===== config.mk =====
export PLATFORM = sky130hd
export DESIGN_NAME = mvm_result_collector
export DESIGN_NICKNAME = d
export VERILOG_FILES = /design/src/rtl/mvm_result_collector.sv
export SDC_FILE = /design/constraint.sdc
export NUM_CORES = 1
export LEC_CHECK = 0
export ABC_AREA = 0
export CAP_MARGIN = 25
export CORE_MARGIN = 3
export CORE_UTILIZATION = 45
export CTS_BUF_LIST = sky130_fd_sc_hd__clkbuf_8
export DETAILED_ROUTE_END_ITERATION = 8
export HOLD_SLACK_MARGIN = 0.03
export PLACE_DENSITY_LB_ADDON = 0.08
export RECOVER_POWER = 100
export SLEW_MARGIN = 20
export SYNTH_ARGS = -nofsm -noshare
export SYNTH_HDL_FRONTEND = slang
export SYNTH_SLANG_ARGS = --single-unit

===== constraint.sdc =====
create_clock -name clk -period 3.8 [get_ports clk]
set_input_delay 0.95 -clock clk [delete_from_list [all_inputs] [get_ports clk]]
set_output_delay 0.95 -clock clk [all_outputs]
set_load 0.1 [all_outputs]

===== src/rtl/mvm_result_collector.sv =====
// rtl/mvm_result_collector.sv - captures K-word result bursts after done and queues them in a FIFO
// Optional MVM_COLLECT_RELU_EN clamps negative words to zero as they are written into the FIFO.
// res_in is always staged one cycle, so the FSM's CAPTURE cycles are the FIFO write cycles.

module mvm_result_collector #(
   parameter int K     = 4,
   parameter int B     = 8,
   parameter int DEPTH = 8,
   parameter int SKIP  = 1
) (
   input  logic                         clk,
   input  logic                         reset,
   input  logic                         done,
   input  logic signed [2*B-1:0]        res_in,
   output logic                         out_valid,
   input  logic                         out_ready,
   output logic signed [2*B-1:0]        out_data,
   output logic                         out_last,
   output logic                         busy,
   output logic                         overflow,
   output logic [$clog2(DEPTH+1)-1:0]   count
);

   localparam int W  = 2 * B;
   localparam int CW = $clog2(DEPTH + 1);
   localparam int PW = (DEPTH > 1) ? $clog2(DEPTH) : 1;
   localparam int SW = $clog2(SKIP + 2);
   localparam int IW = $clog2(K + 1);

   typedef enum logic [1:0] {S_IDLE, S_WAIT, S_CAPTURE} state_t;

   state_t              state_q;
   logic [SW-1:0]       skip_q;
   logic [IW-1:0]       idx_q;
   logic                busy_q;
   logic signed [W-1:0] res_q;

   logic [W:0]          mem_q [DEPTH];
   logic [PW-1:0]       wr_ptr_q, wr_ptr_d;
   logic [PW-1:0]       rd_ptr_q, rd_ptr_d;
   logic [CW-1:0]       count_q, count_d;
   logic                overflow_q, overflow_d;

   logic                push_req, push, pop;
   logic signed [W-1:0] word;
   logic                word_last;

   function automatic logic [PW-1:0] ptr_inc(input logic [PW-1:0] p);
      return (p == PW'(DEPTH - 1)) ? '0 : p + 1'b1;
   endfunction

   always_ff @(posedge clk) begin
      if (reset) begin
         state_q <= S_IDLE;
         skip_q  <= '0;
         idx_q   <= '0;
         busy_q  <= 1'b0;
      end else begin
         case (state_q)
            S_IDLE: begin
               if (done) begin
                  idx_q  <= '0;
                  busy_q <= 1'b1;
                  if (SKIP == 0) begin
                     state_q <= S_CAPTURE;
                  end else begin
                     state_q <= S_WAIT;
                     skip_q  <= SW'(1);
                  end
               end
            end
            S_WAIT: begin
               if (skip_q == SW'(SKIP)) begin
                  state_q <= S_CAPTURE;
               end else begin
                  skip_q <= skip_q + 1'b1;
               end
            end
            S_CAPTURE: begin
               if (idx_q == IW'(K - 1)) begin
                  state_q <= S_IDLE;
                  busy_q  <= 1'b0;
               end else begin
                  idx_q <= idx_q + 1'b1;
               end
            end
            default: begin
               state_q <= S_IDLE;
               busy_q  <= 1'b0;
            end
         endcase
      end
   end

   always_ff @(posedge clk) begin
      if (reset) begin
         res_q <= '0;
      end else begin
         res_q <= res_in;
      end
   end

   always_comb begin
`ifdef MVM_COLLECT_RELU_EN
      word = res_q[W-1] ? '0 : res_q;
`else
      word = res_q;
`endif
      word_last = (idx_q == IW'(K - 1));
   end

   // A full FIFO still accepts a word when the head leaves in the same cycle.
   always_comb begin
      pop        = (count_q != '0) && out_ready;
      push_req   = (state_q == S_CAPTURE);
      push       = push_req && ((count_q != CW'(DEPTH)) || pop);
      overflow_d = overflow_q | (push_req & ~push);
      wr_ptr_d   = push ? ptr_inc(wr_ptr_q) : wr_ptr_q;
      rd_ptr_d   = pop  ? ptr_inc(rd_ptr_q) : rd_ptr_q;
      count_d    = count_q;
      if (push && !pop) begin
         count_d = count_q + 1'b1;
      end else if (pop && !push) begin
         count_d = count_q - 1'b1;
      end
   end

   always_ff @(posedge clk) begin
      if (reset) begin
         wr_ptr_q   <= '0;
         rd_ptr_q   <= '0;
         count_q    <= '0;
         overflow_q <= 1'b0;
      end else begin
         wr_ptr_q   <= wr_ptr_d;
         rd_ptr_q   <= rd_ptr_d;
         count_q    <= count_d;
         overflow_q <= overflow_d;
      end
   end

   always_ff @(posedge clk) begin
      if (push) begin
         mem_q[wr_ptr_q] <= {word_last, word};
      end
   end

   assign out_valid = (count_q != '0);
   assign out_data  = out_valid ? mem_q[rd_ptr_q][W-1:0] : '0;
   assign out_last  = out_valid & mem_q[rd_ptr_q][W];
   assign busy      = busy_q;
   assign overflow  = overflow_q;
   assign count     = count_q;

endmodule

==> results.sh <==
export IMPL_status="finished clean"
export IMPL_synthAdderAreaFrac_pct=2.15
export IMPL_grt_usage_pct=16.0
export IMPL_synthSimpleGateAreaFrac_pct=6.87
export IMPL_cts_tree="done"
export IMPL_dp_hpwl_mm=7.36
export IMPL_synth_xor_area_share_pct=0.260
export IMPL_min_path_type="flop to flop"
export IMPL_relSlewSlack_pct=6.52
export IMPL_cp_arrival_ns=2.51
export IMPL_slew_viol_final=0
export IMPL_syn_instance_count=379
export IMPL_ys_ff_latch=174
export IMPL_synth_top_family_by_area="multiplexers"
export IMPL_ys_async_sr_fraction_pct=0
export IMPL_die_area_um2=16500
export IMPL_n_antenna_cell=0
export IMPL_synth_area_leaders="edfxtp_1 61%, mux4_2 11%, dfxtp_1 11%"
export IMPL_cts_buffers_inserted=17
export IMPL_powerDensity_nw_per_um2=666
export IMPL_synth_edf_count=136
export IMPL_synth_flop_cell="edfxtp_1"
export IMPL_max_cap_violations=0
export IMPL_crit_required_ns=2.85
export IMPL_final_area_um2=7660
export IMPL_hold_path_depth=2
export IMPL_cts_resized=0
export IMPL_syn_avg_cell_area_um2=17.8
export IMPL_yosys_area_top_type="edfxtp_1"
export IMPL_crit_path_end_kind="output pin"
export IMPL_place_area_um2=7610
export IMPL_cts_root_buf="clkbuf_8"
export IMPL_die_h_um=128
export IMPL_synth_area_mux_share_pct=14.8
export IMPL_yosysTopAreaCellShare_pct=60.6
export IMPL_min_period_ns=3.46
export IMPL_synth_compound_area_share_pct=1.86
export IMPL_reg2reg_depth=6
export IMPL_grt_first_pass_wirelength_mm=19.4
export IMPL_drt_wl_total_mm=12.2
export IMPL_clock_sinks=174
export IMPL_synth_distinct_cells=40
export IMPL_clockBufferDepth=2
export IMPL_ys_warn_count=0
export IMPL_routabilityCongestion=0.695
export IMPL_io_pins=44
export IMPL_setup_tns_ns=0
export IMPL_grt_start_max_net_pins=35
export IMPL_critPathMaxFanout=15
export IMPL_fin_nets=470
export IMPL_crit_chain="buf_12 -> mux4_2 -> mux2i_1 -> nor2_1 -> clkbuf_2"
export IMPL_path_class="flop to output pin"
export IMPL_io_buffers=43
export IMPL_wl_per_cell_um=19.2
export IMPL_row_count=44
export IMPL_hold_buffers=0
export IMPL_ys_seq_area_share_pct=71.9
export IMPL_core_area_um2=14600
export IMPL_syn_nets=410
export IMPL_post_cts_buffers=0
export IMPL_setup_viol=0
export IMPL_area_delta_synth_final_pct=13.7
export IMPL_gr_total_overflow=0
export IMPL_start_util_pct=46.2
export IMPL_cts_max_level=4
export IMPL_power_mw=5.10
export IMPL_final_layout_size_suffix_gt1_share_pct=20.4
export IMPL_drtIter0Drc=321
export IMPL_critical_path_max_stage_delay_ns=0.72
export IMPL_vias=3338
export IMPL_clock_fmax_mhz=289
export IMPL_viasPerCell=5.25
export IMPL_min_period_over_period_pct=91.2
export IMPL_netlist_area_um2=6740
export IMPL_finalClockSkew_ns=0.0101
export IMPL_dieWidth_um=128
export IMPL_firstDrtPassIters=4
export IMPL_drcViolationCount=0
export IMPL_ir_worst_vdd_mv=0.560
export IMPL_path_clk_slew_ns=0.08
export IMPL_cp_start_kind="flop"
export IMPL_hold_viol=0
export IMPL_antenna_found_initial=0
export IMPL_rsz0062_at_grt="false"
export IMPL_p_leak_nw=2.52
export IMPL_clk_latency_ns=0.43
export IMPL_n_fill_cell=1179
export IMPL_slowest_stage="dfxtp_2"
export IMPL_grt_pass1_vias=3475
export IMPL_worst_pin_slew_ns=1.40
export IMPL_ant_nets=0
## worst paths after layout
path               from            to  slack (ns)
max                flop  out_data[14]        0.34
min            overflow      overflow        0.49
max reg2reg  state_q[1]   mem_q[7][4]        0.99
min reg2reg    overflow      overflow        0.49
## Yosys cell counts (all sizes together), types with 2 or more instances
cell type,n
mux2,2
edfxtp,136
nor2,41
dfxtp,38
ha,10
a211oi,3
nand2b,6
nor4,2
o21ai,2
mux4,34
inv,6
buf,15
nor2b,17
a21oi,10
or3,2
nor3,6
nand2,12
mux2i,21
clkbuf,4
## metrics by stage
step	instances	hold slack, ns	util (%)	setup WS (ns)
2_1_floorplan	379	0.457	-	0.0359
3_5_place_dp	604	0.472	52.2	0.259
4_1_cts	636	0.497	54.5	0.359
6_report	636	0.486	52.5	0.336
3_3_place_gp	604	0.460	52.2	0.324
5_1_grt	636	0.538	52.5	0.132
## layer usage
layer | vias up | track usage [%] | share of wire [%]
li1 | 1565 | - | -
met3 | 7 | 4.36 | 4.7
met5 | - | 0 | 0
met4 | 0 | 4.49 | 0.84
met2 | 72 | 25.3 | 50
met1 | 1694 | 22.1 | 44
## placed cells by master (no fill, tap or decap), drive strengths merged
master and count:
and4bb 1, ha 10, nor4 2, a21o 1, a31oi 1, bufinv 1, or3 2, clkinv 12
o22a 1, nand2b 6, a31o 1, dfxtp 38, edfxtp 136, mux4 34, nand2 12, clkinvlp 1
xor2 1, dlygate4sd3 4, nor2b 17, nor2 41, clkdlybuf4s50 17, o21ai 2, mux2i 21, o31ai 1
or2b 1, inv 7, xnor2 1, nor3 6, nand3 1, a21oi 10, a211oi 3, mux2 2
fa 1, clkbuf 46, and4b 1, buf 10
## worst max-delay path, delay by kind of cell (launching register included)
family        cells  cell delay (ns)
mux               2             0.64
simple gates      1             0.08
buf+inv           2             0.63
flops             1             0.72
## flip-flops by register name, summed over array words and instances (netlist names), named ones only
| name | count |
|---|---|
| busy | 1 |
| count | 4 |
| idx_q | 3 |
| mem_q | 136 |
| overflow | 1 |
| rd_ptr_q | 3 |
| res_q | 16 |
| skip_q | 2 |
| state_q | 2 |
| wr_ptr_q | 3 |
## report_power, final
| part | total (mW) | internal [mW] | switching [mW] |
|---|---|---|---|
| Sequential | 2.19 | 2.10 | 0.0939 |
| Combinational | 1.79 | 0.508 | 1.29 |
| Clock | 1.11 | 0.501 | 0.613 |
| Total | 5.10 | 3.10 | 1.99 |
## area by class of cell
class	count	area [um^2]	area share [%]
Sequential cell	174	4850	63.3
Multi-Input combinational cell	180	1730	22.6
Timing Repair Buffer	60	485	6.34
Clock buffer	17	234	3.06
Tap cell	184	230	3.01
Clock inverter	15	106	1.39
Inverter	6	22.5	0.294
## cells by family (layout without fill, tap and decap cells)
group | after synthesis | after routing
flops | 174 | 174
simple gates | 90 | 90
mux | 57 | 57
buf+inv | 25 | 98
compound gates | 20 | 20
fa+ha+maj | 11 | 11
xor+xnor | 2 | 2
Power figures use the tool's default switching activity.
